===== config.mk =====
export PLATFORM = sky130hd
export DESIGN_NAME = fib_instr_sequencer_flat
export DESIGN_NICKNAME = d
export VERILOG_FILES = /design/src/rtl/fib_pkg.sv /design/src/rtl/fib_instr_sequencer_if.sv /design/src/rtl/fib_instr_rom.sv /design/src/rtl/fib_instr_sequencer.sv /design/src/flat_wrapper.sv
export SDC_FILE = /design/constraint.sdc
export NUM_CORES = 1
export LEC_CHECK = 0
export BUFFER_PORTS_ARGS = -buffer_cell sky130_fd_sc_hd__buf_2
export CAP_MARGIN = 10
export CORE_MARGIN = 2
export CORE_UTILIZATION = 53
export CTS_BUF_LIST = sky130_fd_sc_hd__clkbuf_8
export CTS_CLUSTER_DIAMETER = 80
export DETAILED_ROUTE_END_ITERATION = 8
export PLACE_DENSITY = 0.86
export SLEW_MARGIN = 10
export SYNTH_ARGS = -nofsm -noshare
export SYNTH_HDL_FRONTEND = slang
export SYNTH_SLANG_ARGS = --single-unit

===== constraint.sdc =====
create_clock -name clk -period 3.4 [get_ports clk]
set_input_delay 0.17 -clock clk [delete_from_list [all_inputs] [get_ports clk]]
set_output_delay 0.17 -clock clk [all_outputs]
set_load 0.01 [all_outputs]

===== src/rtl/fib_pkg.sv =====
// Shared definitions for the Fibonacci sequencer and its decoder:
// opcodes, register roles and the sequencer state encoding.
package fib_pkg;

    localparam logic [2:0] OP_NOP  = 3'b000;
    localparam logic [2:0] OP_LOAD = 3'b001;
    localparam logic [2:0] OP_MOV  = 3'b010;
    localparam logic [2:0] OP_ADD  = 3'b011;
    localparam logic [2:0] OP_OUT  = 3'b100;

    localparam logic [1:0] REG_A = 2'd0;
    localparam logic [1:0] REG_B = 2'd1;
    localparam logic [1:0] REG_T = 2'd2;

    typedef enum logic [2:0] {
        ST_IDLE  = 3'd0,
        ST_INIT0 = 3'd1,
        ST_INIT1 = 3'd2,
        ST_LOUT  = 3'd3,
        ST_LMOV1 = 3'd4,
        ST_LADD  = 3'd5,
        ST_LMOV2 = 3'd6,
        ST_DONE  = 3'd7
    } state_t;

endpackage


===== src/rtl/fib_instr_sequencer_if.sv =====
// Control and instruction bus of the Fibonacci sequencer.
// The sequencer side uses the master modport, the control/decoder side the slave modport.
// Optional macro SEQ_STALL_EN adds the stall input.
interface fib_instr_sequencer_if #(
    parameter int CW = 4,
    parameter int DW = 8
);
    logic          start;
    logic [CW-1:0] n_terms;
`ifdef SEQ_STALL_EN
    logic          stall;
`endif
    logic [2:0]    opcode;
    logic [1:0]    op1;
    logic [1:0]    op2;
    logic [DW-1:0] imm;
    logic          instr_valid;
    logic          busy;
    logic          done;
    logic [CW-1:0] term_idx;

    modport master (
        input  start,
        input  n_terms,
`ifdef SEQ_STALL_EN
        input  stall,
`endif
        output opcode,
        output op1,
        output op2,
        output imm,
        output instr_valid,
        output busy,
        output done,
        output term_idx
    );

    modport slave (
        output start,
        output n_terms,
`ifdef SEQ_STALL_EN
        output stall,
`endif
        input  opcode,
        input  op1,
        input  op2,
        input  imm,
        input  instr_valid,
        input  busy,
        input  done,
        input  term_idx
    );

endinterface


===== src/rtl/fib_instr_rom.sv =====
// Fixed program store: maps the sequencer state to the instruction it issues.
module fib_instr_rom
    import fib_pkg::*;
#(
    parameter int DW = 8
) (
    input  state_t        state,
    output logic [2:0]    opcode,
    output logic [1:0]    op1,
    output logic [1:0]    op2,
    output logic [DW-1:0] imm,
    output logic          valid
);

    // Decode each program state into its instruction; idle and done issue a NOP
    always_comb begin
        opcode = OP_NOP;
        op1    = 2'd0;
        op2    = 2'd0;
        imm    = '0;
        valid  = 1'b0;
        case (state)
            ST_INIT0: begin
                opcode = OP_LOAD;
                op1    = REG_A;
                imm    = '0;
                valid  = 1'b1;
            end
            ST_INIT1: begin
                opcode = OP_LOAD;
                op1    = REG_B;
                imm    = DW'(1);
                valid  = 1'b1;
            end
            ST_LOUT: begin
                opcode = OP_OUT;
                op1    = REG_A;
                valid  = 1'b1;
            end
            ST_LMOV1: begin
                opcode = OP_MOV;
                op1    = REG_T;
                op2    = REG_B;
                valid  = 1'b1;
            end
            ST_LADD: begin
                opcode = OP_ADD;
                op1    = REG_B;
                op2    = REG_A;
                valid  = 1'b1;
            end
            ST_LMOV2: begin
                opcode = OP_MOV;
                op1    = REG_A;
                op2    = REG_T;
                valid  = 1'b1;
            end
            default: ;
        endcase
    end

endmodule


===== src/rtl/fib_instr_sequencer.sv =====
// Instruction issuer for the Fibonacci datapath: two LOADs, then an
// OUT/MOV/ADD/MOV loop producing F0..F(N-1), one instruction per clock.
// Optional macro SEQ_STALL_EN: stall input freezes the machine outside IDLE.
module fib_instr_sequencer
    import fib_pkg::*;
#(
    parameter int CW = 4,
    parameter int DW = 8
) (
    input  logic                   clk,
    input  logic                   rst,
    fib_instr_sequencer_if.master  bus
);

    state_t        state;
    state_t        next_state;
    logic [CW-1:0] count_q;
    logic [CW-1:0] term_idx_q;
    logic          hold;
    logic          rom_valid;
    logic          last_term;

    // The loop ends on the OUT that brings the issued count up to the latched length
    assign last_term = ((term_idx_q + CW'(1)) == count_q);

    // Stall freezes everything except in IDLE, where start must still be seen
    always_comb begin
`ifdef SEQ_STALL_EN
        hold = bus.stall && (state != ST_IDLE);
`else
        hold = 1'b0;
`endif
    end

    // State register
    always_ff @(posedge clk or posedge rst) begin
        if (rst) state <= ST_IDLE;
        else     state <= next_state;
    end

    // Next-state logic following the fixed program order
    always_comb begin
        next_state = state;
        if (!hold) begin
            case (state)
                ST_IDLE:  if (bus.start) next_state = (bus.n_terms == '0) ? ST_DONE : ST_INIT0;
                ST_INIT0: next_state = ST_INIT1;
                ST_INIT1: next_state = ST_LOUT;
                ST_LOUT:  next_state = last_term ? ST_DONE : ST_LMOV1;
                ST_LMOV1: next_state = ST_LADD;
                ST_LADD:  next_state = ST_LMOV2;
                ST_LMOV2: next_state = ST_LOUT;
                ST_DONE:  next_state = ST_IDLE;
                default:  next_state = ST_IDLE;
            endcase
        end
    end

    // Run length is captured only on an accepted start; term count advances once per OUT
    always_ff @(posedge clk or posedge rst) begin
        if (rst) begin
            count_q    <= '0;
            term_idx_q <= '0;
        end else if (state == ST_IDLE && bus.start) begin
            count_q    <= bus.n_terms;
            term_idx_q <= '0;
        end else if (state == ST_LOUT && !hold) begin
            term_idx_q <= term_idx_q + CW'(1);
        end
    end

    fib_instr_rom #(.DW(DW)) u_rom (
        .state  (state),
        .opcode (bus.opcode),
        .op1    (bus.op1),
        .op2    (bus.op2),
        .imm    (bus.imm),
        .valid  (rom_valid)
    );

    // Handshake outputs derived from the state register; a stalled instruction is marked invalid
    always_comb begin
        bus.instr_valid = rom_valid && !hold;
        bus.busy        = (state != ST_IDLE);
        bus.done        = (state == ST_DONE);
        bus.term_idx    = term_idx_q;
    end

endmodule

===== src/flat_wrapper.sv =====
// flat-port wrapper written by rule: the top's interface ports become plain ports
module fib_instr_sequencer_flat import fib_pkg::*;
#(
    parameter int CW = 4,
    parameter int DW = 8
)
  (clk, rst, bus_start, bus_n_terms, bus_opcode, bus_op1, bus_op2, bus_imm, bus_instr_valid, bus_busy, bus_done, bus_term_idx);
  fib_instr_sequencer_if #(.CW(CW), .DW(DW)) bus_i ();
  input  logic clk;
  input  logic rst;
  input wire logic [$bits(bus_i.start)-1:0] bus_start;
  input wire logic [$bits(bus_i.n_terms)-1:0] bus_n_terms;
  output wire logic [$bits(bus_i.opcode)-1:0] bus_opcode;
  output wire logic [$bits(bus_i.op1)-1:0] bus_op1;
  output wire logic [$bits(bus_i.op2)-1:0] bus_op2;
  output wire logic [$bits(bus_i.imm)-1:0] bus_imm;
  output wire logic [$bits(bus_i.instr_valid)-1:0] bus_instr_valid;
  output wire logic [$bits(bus_i.busy)-1:0] bus_busy;
  output wire logic [$bits(bus_i.done)-1:0] bus_done;
  output wire logic [$bits(bus_i.term_idx)-1:0] bus_term_idx;
  assign bus_i.start = bus_start;
  assign bus_i.n_terms = bus_n_terms;
  assign bus_opcode = bus_i.opcode;
  assign bus_op1 = bus_i.op1;
  assign bus_op2 = bus_i.op2;
  assign bus_imm = bus_i.imm;
  assign bus_instr_valid = bus_i.instr_valid;
  assign bus_busy = bus_i.busy;
  assign bus_done = bus_i.done;
  assign bus_term_idx = bus_i.term_idx;
  fib_instr_sequencer #(.CW(CW), .DW(DW)) u_core (.clk(clk), .rst(rst), .bus(bus_i));
endmodule

**Word level (Yosys, flattened, before mapping)**

Cells that the tools add are included.

- Muxes and demuxes: 11
- Reduce and logical (&&, ||, !) cells: 10
- Add/sub/neg operators: 1
- Eq/ne operators: 9

Operators with widths:

| kind | count |
|---|---|
| one-hot mux 3 bit (7 select lines) | 1 |
| equality test 3 bit (second input constant) | 4 |
| one-hot mux 3 bit (4 select lines) | 1 |
| 2-to-1 mux 4 bit | 2 |
| one-hot mux 2 bit (2 select lines) | 2 |
| OR reduction 2 bit | 4 |
| equality test 3 x 2 -> 1 bit (second input constant) | 2 |
| 2-to-1 mux 3 bit | 2 |
| OR reduction 6 bit | 1 |
| adder 4 x 1 -> 4 bit (second input constant) | 1 |
| equality test 4 bit | 1 |
| zero test 4 bit | 1 |
| equality test 3 x 1 -> 1 bit (second input constant) | 1 |
| zero test 3 bit | 1 |
| nonzero test 3 bit | 1 |
| 2-to-1 mux 1 bit | 2 |
| 2-to-1 mux 2 bit | 1 |
| inequality test 2 bit (second input constant) | 1 |
| nonzero test 2 bit | 1 |
| logical AND 1 bit | 1 |

- Input bits: 7
- Output and inout bits: 22
- Register bits: 11
- Word-level logic and storage cells: 34

**Longest topological paths before layout**

Gate-level depths: netlist (run 1).

- Word-level depth: 4
- Gate-level depth with buffers: 5
- Gate-level depth less buffers: 4

**Modules after synthesis**

Synthesis (run 1) repeated with hierarchy kept, for this count alone.

- Cells, all modules: 82
- Area total of the unflattened synthesis: 763.2 sq um

Modules (own cells, without submodules):

| module | seq. area each (sq um) | times used | area each (sq um) | cells an instance |
|---|---|---|---|---|
| fib_instr_sequencer | 275.3 | 1 | 609.3 | 60 |
| fib_instr_rom | 0.0 | 1 | 153.9 | 22 |

**Least setup slack after synthesis (run 1)**

No wires, ideal clock.

- Path type: register to register
- Start point: register u_core.state[0]
- End point: register u_core.count_q[0]
- Path buffers: 1
- Setup time: 0.125 ns
- Data arrival time: 1.301 ns
- Clock period less this slack: 1.426 ns
- Required time: 3.275 ns
- Setup slack: 1.974 ns
- Cell stages (with the launch flop): 4
- Cell sequence: dfrtp_1 > buf_6 > nor4b_4 > mux2_2

- Longest elaborated chain between the ends: 2

Ends and longest elaborated chain:

| item | line | source |
|---|---|---|
| start: declaration | fib_instr_sequencer.sv:15 | `state_t state;` |
| start signal: assignment | fib_instr_sequencer.sv:38 | `else state <= next_state;` |
| zero test 3 bit | fib_instr_sequencer.sv:64 | `end else if (state == ST_IDLE && bus.start) begin` |
| logical AND 1 bit | fib_instr_sequencer.sv:64 |  |
| end signal: assignment | fib_instr_sequencer.sv:65 | `count_q <= bus.n_terms;` |
| end: declaration | fib_instr_sequencer.sv:17 | `logic [CW-1:0] count_q;` |

Every way passes these cells.
A chain may end at the register's enable or synchronous reset.

**Worst setup path after layout (run 1)**

- Start point: register u_core.state[1]
- End point: output bus_opcode[0]

- Longest elaborated chain between the ends: 3
- Elaborated cells on any way between the ends: 9
- Those cells by class: eq/ne: 6; mux: 1; reduce/logical: 2

Ends and longest elaborated chain:

| item | line | source |
|---|---|---|
| equality test 3 bit, or another cell as far along | fib_instr_rom.sv:22 | `case (state)` |
| OR reduction 2 bit (no line) | -- |  |
| one-hot mux 3 bit (4 select lines) * | fib_instr_rom.sv:22 |  |
| end: declaration | flat_wrapper.sv:13 | `output wire logic [$bits(bus_i.opcode)-1:0] bus_opcode;` |

Every way passes the cells marked *; elsewhere a longest branch is shown, timed or not.

==> key figures, run 1 <==
Timing
  • Fmax: roughly 0.6 GHz
  • Setup TNS: 0 ns
  • Final setup fails: 0
  • Crit path time final: 1.66 ns
  • Clock skew: 0.00349 ns
  • Relative slew slack: 63.0%
  • Worst Tran Pin Value: roughly 0.55 ns
  • Fin. max-slew vios: 0
  • Fin crit share: 48.9%
  • Final hold violation count: 0
  • Unrepaired setup endpoints after global routing: no
  • Worst Hold Slack: 0.183 ns

Logic synthesis
  • Xor/xnor cell area share of the yosys netlist: 10.3%
  • Area share of the largest cell type after synthesis: 37.6%
  • Largest family of logic cells by synthesized area: simple AND/OR/NAND/NOR gates
  • Post-synthesis simple-gate area fraction: 15.4%
  • Synth Instances: 70
  • Synth Area in Compound Gates: under 10%
  • Synth top area cells: dfrtp_1, mux2_2, buf_4
  • Post-synth ARST share: 100%
  • Count of cell types in the netlist: 31
  • Top FF cell, synth: dfrtp_1
  • Mux cell area share after synthesis: around a tenth
  • Post-Synth Adder-Cell Area: around 1.7%
  • Sequential cell area fraction in the yosys report: 37.6%
  • Ys Warns: 0
  • Mapped cell area: 732 µm²
  • Most frequent cell after synthesis: dfrtp_1
  • Avg Cell Area, Syn: 10.5 µm²
  • FF+latch count, synth: 11
  • EDFF count, synth: 0
  • Cell taking the most area after synthesis: dfrtp_1
  • Most common library cells after synthesis: dfrtp_1, buf_4, mux2_2

Die
  • Starting Density: 56.3%
  • Die footprint: roughly 1700 µm²
  • Die Width: 41.2 µm
  • Io pins: 29
  • Die span in y: between 40 and 50 µm
  • Num rows: 13
  • Core area: roughly 1300 µm²

Clock network
  • Clock latency on the worst-skew pair: 0.24 ns
  • Root Driver: clkbuf_8
  • CTS Sinks: 11
  • PostCTS Resize Cnt: 0
  • H-tree depth: 1
  • Clock tree buffer depth: 2
  • Setup Fix Bufs, Post-CTS: 0
  • Worst-path clk slew: roughly 0.05 ns
  • Cts bufs inserted: 3
  • Hold_buf cts: 1
  • CTS tree: yes

Layout
  • Number of fill cells: 118
  • Area growth syn-to-layout: 15.9%
  • # diodes: 0
  • Design area: roughly 850 µm²
  • Non-Filler Instances: 106
  • Layout cells sized above 1: 36.3%
  • Final #Nets: 100

Routing
  • WL/cell: 13.5 µm
  • Routed vias/inst: 5.40
  • DRC Markers: 0
  • Initial DRC count: 11
  • Detail Route Antenna Nets: 0
  • Via count: 572
  • Drt pass-1 iters: 4
  • Total wire length: approximately 1400 µm

Power and ir drop
  • Worst vdd ir: between 0.4 and 0.5 mV
  • Power per cell area: 1020 nW/µm²
  • Leak: about 0.45 nW

Global route
  • Number of global-route vias before repair: 513
  • Total congestion overflow: 0
  • Initial antenna violation count: 0
  • First-pass GRT wire length: 1970 µm
  • Largest net degree at the start of global routing: 12
  • GRT Total Usage: 18.0%

Setup path
  • CP required: 3.23 ns
  • R2R Setup Slk: 1.82 ns
  • Worst EP arrival: 1.49 ns
  • CP endpoint kind: output port
  • Startpoint types: flop
  • Peak fanout along the critical path: 9
  • Critical path class: flop to output port

Worst hold path
  • Worst min path class: primary input to flop

Status
  • Status: finished clean

Job
  • Max-Cap Viols: 0

Placed design
  • Placed inst area: approximately 800 µm²
  • Port Buffer Count: 21
  • Dpl cells: 101
  • Placer Congestion: 0.838
  • DP HPWL: approximately 1100 µm
-- sequential cells by signal, summed over array words and instances, names as in the netlist --
signal / count
u_core.bus.term_idx: 4
u_core.count_q: 4
u_core.state: 3
-- kinds of logic (layout without fill, tap and decap cells) --
family | count (synthesis) | after routing
AOI/OAI and AO/OA | 10 | 10
xor gates and xnor gates | 7 | 7
adders and majority gates | 1 | 1
buffers and inverters | 16 | 31
DFF | 11 | 11
muxes | 7 | 7
other | 1 | 7
and+or+nand+nor | 17 | 17
-- layout make-up --
type / count / area [µm²] / area share [%]
repair buffers: 22 / 115 / 13.6
clock buffers: 3 / 41.3 / 4.87
clock inverters: 1 / 3.75 / 0.442
well taps: 15 / 18.8 / 2.21
multi-input cells: 49 / 375 / 44.2
flip-flops and latches: 11 / 275 / 32.4
inverters: 5 / 18.8 / 2.21
-- final timing paths --
path                                                 endpoint                     startpoint  cells after the start
max                                             bus_opcode[0]    u_core.state[1]$_DFFE_PP0P_                      4
min                             u_core.count_q[0]$_DFFE_PP0P_                 bus_n_terms[0]                      2
max reg2reg                     u_core.count_q[1]$_DFFE_PP0P_    u_core.state[0]$_DFFE_PP0P_                      2
min reg2reg                     u_core.count_q[2]$_DFFE_PP0P_  u_core.count_q[2]$_DFFE_PP0P_                      1
max in group asynchronous         u_core.state[0]$_DFFE_PP0P_                            rst                      3
min in group asynchronous  u_core.bus.term_idx[0]$_DFFE_PP0P_                            rst                      3
-- through the flow --
stage | worst slack (ns) | utilization (%) | total power, W
after floorplan | 1.97 | - | 0.000632
after global placement | 1.87 | 61.0 | 0.000713
after detailed placement | 1.82 | 61.0 | 0.000735
after CTS | 1.78 | 65.2 | 0.000869
after global routing | 1.68 | 65.2 | 0.000915
final | 1.74 | 65.2 | 0.000867
-- layer usage --
layer | routed length, µm | track usage (%) | part of all wire [%] | vias to the layer above
met5 | 0 | 0 | 0 | -
met4 | 15 | 8.06 | 1.0 | 0
met3 | 74 | 3.26 | 5.2 | 3
met2 | 760 | 32.4 | 53 | 20
met1 | 583 | 20.2 | 41 | 275
li1 | - | - | - | 274
-- power breakdown --
group,leakage [nW],internal [W],switching (W)
combinational,0.291,0.000226,0.000229
sequential,0.136,0.000194,0.0000886
clock,0.0269,0.0000793,0.0000500
-- critical path: stages (launching register included) --
cell and delay (ns):
dfrtp_1 0.51, inv_1 0.14, nor3_1 0.31, or2_2 0.17, buf_2 0.12
-- cells in the final DEF, fill, tap and decap left out, types with 2 or more instances in the layout --
master    instances
nand2_1           2
conb_1            7
and3_1            4
mux2_2            6
nor2_1            2
inv_1             6
clkbuf_8          3
buf_2            21
nor3_1            2
xor2_1            3
o21ai_0           3
dfrtp_1          11
xnor2_1           3
Note: power is estimated with default switching activity, not from simulation.
==> run 2: changes to the inputs <==
Settings changed: CORE_UTILIZATION 53 to 49, PLACE_DENSITY 0.86 to 0.81.
Clock period 3.4 ns to 1.6 ns, I/O delays scaled along.
==> key figures, run 2 (synthesis gave the netlist of run 1 again) <==
Status
  • Status: finished clean (unchanged)

Timing
  • Crit path time final: 1.54 ns
  • Fin. max-slew vios: 0 (unchanged)
  • Final setup fails: 0 (unchanged)
  • Final hold violation count: 0 (unchanged)
  • Fin crit share: roughly 96%
  • Clock skew: 0.00403 ns (was 0.00349 ns)
  • Setup TNS: 0 ns (unchanged)
  • Fmax: 0.650 GHz

Die
  • Core area: 1350 µm² (was 1300 µm²)
  • Die Width: 42.7 µm (was 41.2 µm)
  • Io pins: 29 (unchanged)
  • Num rows: 13 (unchanged)
  • Die span in y: 42.7 µm (was 41.2 µm)
  • Starting Density: 54.2% (was 56.3%)
  • Die footprint: 1820 µm² (was 1690 µm²)

Layout
  • Final Util: 67.2% (was 65.2%)
  • Most common cell after layout, fill and taps aside: buf_2 (unchanged)
  • Area of the multi-input gates: 380 µm² (was 375 µm²)
  • Layout cells sized above 1: 42.9% (was 36.3%)
  • Final #Nets: 107 (was 100)
  • Area growth syn-to-layout: 23.9% (was 15.9%)
  • # diodes: 0 (unchanged)
  • Most frequent cells in the layout: buf_2, dfrtp_1, conb_1, buf_4 (was buf_2, dfrtp_1, conb_1)
  • Number of fill cells: 111 (was 118)
  • Register area: 277 µm² (was 275 µm²)

Power and ir drop
  • Power per cell area: 2170 nW/µm² (was 1020 nW/µm²)
  • Total power: 0.00197 W (was 0.000867 W)
  • Leak: 0.490 nW (was 0.455 nW)
  • Worst vdd ir: 1.06 mV (was 0.474 mV)

Global route
  • Total congestion overflow: 0 (unchanged)
  • Number of global-route vias before repair: 549 (was 513)
  • First-pass GRT wire length: 2410 µm (was 1970 µm)
  • Largest net degree at the start of global routing: 12 (unchanged)
  • GRT Total Usage: 17.8% (was 18.0%)
  • Initial antenna violation count: 0 (unchanged)

Job
  • Max-Cap Viols: 0 (unchanged)

Setup path
  • CP required: 1.52 ns (was 3.23 ns)
  • Peak fanout along the critical path: 6 (was 9)
  • Critical path buffers and inverters: 3 (was 2)
  • Crit path max-delay cell type: dfrtp_1 (unchanged)
  • CP endpoint kind: output port (unchanged)
  • Worst EP arrival: 1.46 ns (was 1.49 ns)
  • Critical path class: flop to output port (unchanged)
  • Delay of the slowest cell on the worst path: 0.43 ns (was 0.51 ns)
  • Worst path cell trace: buf_4 -> inv_1 -> nor3_2 -> or2_2 -> buf_2 (was inv_1 -> nor3_1 -> or2_2 -> buf_2)
  • Crit path max-delay family: buffers and inverters (was flip-flops)
  • Startpoint types: flop (unchanged)

Clock network
  • Clock tree buffer depth: 2 (unchanged)
  • Worst-path clk slew: 0.05 ns (about the same)
  • Setup Fix Bufs, Post-CTS: 0 (unchanged)
  • CTS tree: yes (unchanged)
  • CTS Sinks: 11 (unchanged)
  • Root Driver: clkbuf_8 (unchanged)
  • Cts bufs inserted: 3 (unchanged)
  • Clock latency on the worst-skew pair: 0.24 ns (about the same)
  • H-tree depth: 1 (unchanged)

Routing
  • Via count: 614 (was 572)
  • Detail Route Antenna Nets: 0 (unchanged)
  • Routed vias/inst: 5.43 (was 5.40)
  • Total wire length: 1500 µm (was 1430 µm)
  • Initial DRC count: 12 (was 11)
  • WL/cell: 13.3 µm (was 13.5 µm)
  • Drt pass-1 iters: 4 (unchanged)
  • DRC Markers: 0 (unchanged)

Placed design
  • Placer Congestion: 0.739 (was 0.838)
  • DP HPWL: 1120 µm (was 1110 µm)
  • Port Buffer Count: 21 (unchanged)

Worst hold path
  • Worst min path class: primary input to flop (unchanged)
-- run 2: cell count changes in the layout (fill, tap and decap cells not counted), sizes merged --
cell	delta
buf	+7
-- run 2: final cells by class --
cell class | count | share of cell area, %
Sequential cell | 11 | 30.5
Inverter | 5 | 2.07
Tap cell | 15 | 2.07
Timing Repair Buffer | 29 | 18.5
Clock inverter | 1 | 0.414
Clock buffer | 3 | 4.55
Multi-Input combinational cell | 49 | 41.9
-- run 2: worst paths after layout --
path | from | to | slack, ns | cells after the start
max in group asynchronous | rst | u_core.state[0]$_DFFE_PP0P_ | 0.90 | 3
min reg2reg | u_core.count_q[3]$_DFFE_PP0P_ | u_core.count_q[3]$_DFFE_PP0P_ | 0.52 | 1
min | bus_n_terms[0] | u_core.count_q[0]$_DFFE_PP0P_ | 0.1 | 2
min in group asynchronous | rst | u_core.bus.term_idx[1]$_DFFE_PP0P_ | 0.39 | 3
max | u_core.state[1]$_DFFE_PP0P_ | bus_opcode[0] | 0.06 | 5
max reg2reg | u_core.state[2]$_DFFE_PP0P_ | u_core.bus.term_idx[2]$_DFFE_PP0P_ | 0.11 | 3
-- run 2: where the power goes --
group	switching [W]	internal, W
logic	0.000556	0.000581
registers	0.000145	0.000417
clock network	0.0000999	0.000168
total	0.000800	0.00117
-- run 2: worst reg2reg max path, delay by kind of cell, from the launching register on --
family	cells	cell delay, ns
flip-flops	1	0.44
AND/OR/NAND/NOR	1	0.47
multiplexers	2	0.51
-- run 2: timing repair --
item,4_1_cts,5_1_grt
gates resized for setup,0,2
hold buffers,1,0
hold endpoints to repair,11,0
endpoints found under the setup margin,0,1
-- run 2: metal layers --
layer  share of wire, %  vias up  GRT usage (%)
li1                   -      287              -
met1                 41      293           20.8
met2                 51       34           29.7
met3                8.6        0           7.66
met4                  0        0           4.38
met5                  0        -              0
-- run 2: through the flow --
stage | hold slack, ns | std cells | area (µm²) | setup slack (ns)
6_report | 0.0953 | 113 | 907 | 0.0610
5_1_grt | 0.106 | 113 | 907 | -0.00169
4_1_cts | 0.0897 | 113 | 901 | 0.0658
3_5_place_dp | 0.0916 | 108 | 846 | 0.133
3_3_place_gp | 0.0869 | 108 | 846 | 0.184
2_1_floorplan | -0.0676 | 76 | 754 | 0.174
==> run 3: changes to the inputs <==
Settings changed: CAP_MARGIN 10 to 20, PLACE_DENSITY 0.81 to 0.79.
==> key figures, run 3 (synthesis gave the netlist of run 1 again) <==
Status
  • Status: finished clean (unchanged)

Worst hold path
  • Min-Delay Endpoint: u_core.count_q[1]$_DFFE_PP0P_ (was u_core.count_q[0]$_DFFE_PP0P_)
  • Worst min path class: primary input to flop (unchanged)
  • Hold-critical path depth: 2 (unchanged)
  • Hold_sp: bus_n_terms[1] (was bus_n_terms[0])

Clock network
  • H-tree depth: 1 (unchanged)
  • Clock tree buffer depth: 2 (unchanged)
  • CTS Sinks: 11 (unchanged)
  • Worst-path clk slew: 0.05 ns (about the same)
  • Cts bufs inserted: 3 (unchanged)
  • Clock latency on the worst-skew pair: 0.24 ns (about the same)
  • Setup Fix Bufs, Post-CTS: 0 (unchanged)
  • CTS tree: yes (unchanged)
  • Root Driver: clkbuf_8 (unchanged)

Setup path
  • Crit path max-delay cell type: dfrtp_1 (unchanged)
  • Cell depth of the worst flop-to-flop path: 3 (unchanged)
  • CP endpoint kind: output port (unchanged)
  • Worst reg2reg path startpoint: u_core.state[2]$_DFFE_PP0P_ (unchanged)
  • R2R Setup Slk: 0.13 ns (was 0.11 ns)
  • Delay of the slowest cell on the worst path: 0.42 ns (was 0.43 ns)
  • Worst path cell trace: buf_4 -> inv_1 -> nor3_2 -> or2_2 -> buf_2 (unchanged)
  • R2R Path End: u_core.bus.term_idx[2]$_DFFE_PP0P_ (unchanged)
  • Startpoint types: flop (unchanged)
  • CP Launch Point: u_core.state[1]$_DFFE_PP0P_ (unchanged)
  • Critical path class: flop to output port (unchanged)
  • Peak fanout along the critical path: 7 (was 6)
  • Worst EP arrival: 1.45 ns (was 1.46 ns)
  • CP required: 1.52 ns (about the same)

Job
  • Max-Cap Viols: 0 (unchanged)

Global route
  • Initial antenna violation count: 0 (unchanged)
  • First-pass GRT wire length: 2500 µm (was 2410 µm)
  • Number of global-route vias before repair: 554 (was 549)
  • Largest net degree at the start of global routing: 12 (unchanged)
  • Total congestion overflow: 0 (unchanged)
  • GRT Total Usage: 19.2% (was 17.8%)

Layout
  • Design area: 901 µm² (was 907 µm²)
  • Register area: 277 µm² (unchanged)
  • Area of the multi-input gates: 380 µm² (unchanged)
  • Final Util: 66.7% (was 67.2%)
  • Most common cell after layout, fill and taps aside: buf_2 (unchanged)
  • Area growth syn-to-layout: 23.1% (was 23.9%)
  • Non-Filler Instances: 112 (was 113)
  • Layout cells sized above 1: 43.3% (was 42.9%)
  • # diodes: 0 (unchanged)
  • Most frequent cells in the layout: buf_2, dfrtp_1, conb_1 (was buf_2, dfrtp_1, conb_1, buf_4)
  • Final #Nets: 106 (was 107)
  • Number of fill cells: 108 (was 111)

Die
  • Die footprint: 1820 µm² (unchanged)
  • Num rows: 13 (unchanged)
  • Die span in y: 42.7 µm (unchanged)
  • Starting Density: 54.2% (unchanged)
  • Io pins: 29 (unchanged)
  • Core area: 1350 µm² (unchanged)
  • Die Width: 42.7 µm (unchanged)

Power and ir drop
  • Worst vdd ir: 1.05 mV (was 1.06 mV)
  • Clock share of power: 14.2% (was 13.6%)
  • Switch share: 41.2% (was 40.7%)
  • Register share of total power: 28.7% (was 28.6%)
  • Combinational Power Share: 57.2% (was 57.8%)
  • Total power: 0.00196 W (was 0.00197 W)
  • Power per cell area: 2180 nW/µm² (was 2170 nW/µm²)
  • Leak: 0.483 nW (was 0.490 nW)
  • Internal power: 0.00116 W (was 0.00117 W)
  • NetSw: 0.000809 W (was 0.000800 W)

Routing
  • WL/cell: 13.1 µm (was 13.3 µm)
  • Via count: 581 (was 614)
  • Initial DRC count: 4 (was 12)
  • Detail Route Antenna Nets: 0 (unchanged)
  • DRC Markers: 0 (unchanged)
  • Total wire length: 1470 µm (was 1500 µm)
  • Drt pass-1 iters: 4 (unchanged)
  • Routed vias/inst: 5.19 (was 5.43)

Placed design
  • Dpl cells: 107 (was 108)
  • Placed inst area: 838 µm² (was 846 µm²)
  • Port Buffer Count: 21 (unchanged)
  • DP HPWL: 1210 µm (was 1120 µm)
  • Placer Congestion: 0.811 (was 0.739)

Timing
  • Setup TNS: 0 ns (unchanged)
  • Unrepaired setup endpoints after global routing: no
  • Crit path time final: 1.53 ns (was 1.54 ns)
  • Final hold violation count: 0 (unchanged)
  • Clock skew: 0.00105 ns (was 0.00403 ns)
  • Final setup fails: 0 (unchanged)
  • Fin crit share: 95.5% (was 96.2%)
  • Fin. max-slew vios: 0 (unchanged)
  • Fmax: 0.655 GHz (was 0.650 GHz)
run 3: worst max-delay path: cells and delay by family (launching register included):
family | cells | cell delay, ns
buf+inv | 3 | 0.43
simple gates | 2 | 0.36
flops | 1 | 0.42
run 3: how the worst max path moves through the flow:
stage | endpoint | cells past startpoint
finish | bus_opcode[0] | 5
global route | bus_opcode[0] | 5
CTS | bus_opcode[0] | 5
detailed placement | u_core.bus.term_idx[2]$_DFFE_PP0P_ | 3
global placement | u_core.bus.term_idx[2]$_DFFE_PP0P_ | 3
floorplan | u_core.count_q[0]$_DFFE_PP0P_ | 3
run 3: power by group through the flow:
stage | Clock [W] | Combinational [W] | Sequential (W)
after CTS | 0.000288 | 0.00112 | 0.000557
final | 0.000279 | 0.00112 | 0.000563
after global placement | 0 | 0.00108 | 0.000547
after detailed placement | 0 | 0.00112 | 0.000561
after global routing | 0.000310 | 0.00123 | 0.000585
after floorplan | 0 | 0.000820 | 0.000522
run 3: layout make-up:
class / count / share of cell area [%]
multi-input combinational: 49 / 42.2
clock inverter: 1 / 0.556
timing repair buffer: 28 / 17.8
inverter: 5 / 2.08
clock buffer: 3 / 4.58
tap: 15 / 2.08
sequential: 11 / 30.7
run 3: timing repair:
| item | in CTS | in global routing |
|---|---|---|
| hold buffers | 1 | 0 |
| resized for setup | 0 | 2 |
| endpoints found under the hold margin | 11 | 0 |
| setup endpoints to repair | 0 | 3 |
run 3: metal layers:
| layer | share of wire, % | up-vias | global-route usage [%] |
|---|---|---|---|
| li1 | - | 283 | - |
| met1 | 41 | 278 | 21.2 |
| met2 | 52 | 15 | 32.1 |
| met3 | 5.6 | 5 | 8.09 |
| met4 | 1.7 | 0 | 7.50 |
| met5 | 0 | - | 0 |
run 3: per-stage QoR:
step | hold WS, ns | worst slack [ns]
after floorplan | -0.0676 | 0.174
after global placement | 0.0883 | 0.173
after detailed placement | 0.0850 | 0.135
after CTS | 0.0843 | 0.0440
after global routing | 0.0867 | 0.00479
final | 0.0899 | 0.0726
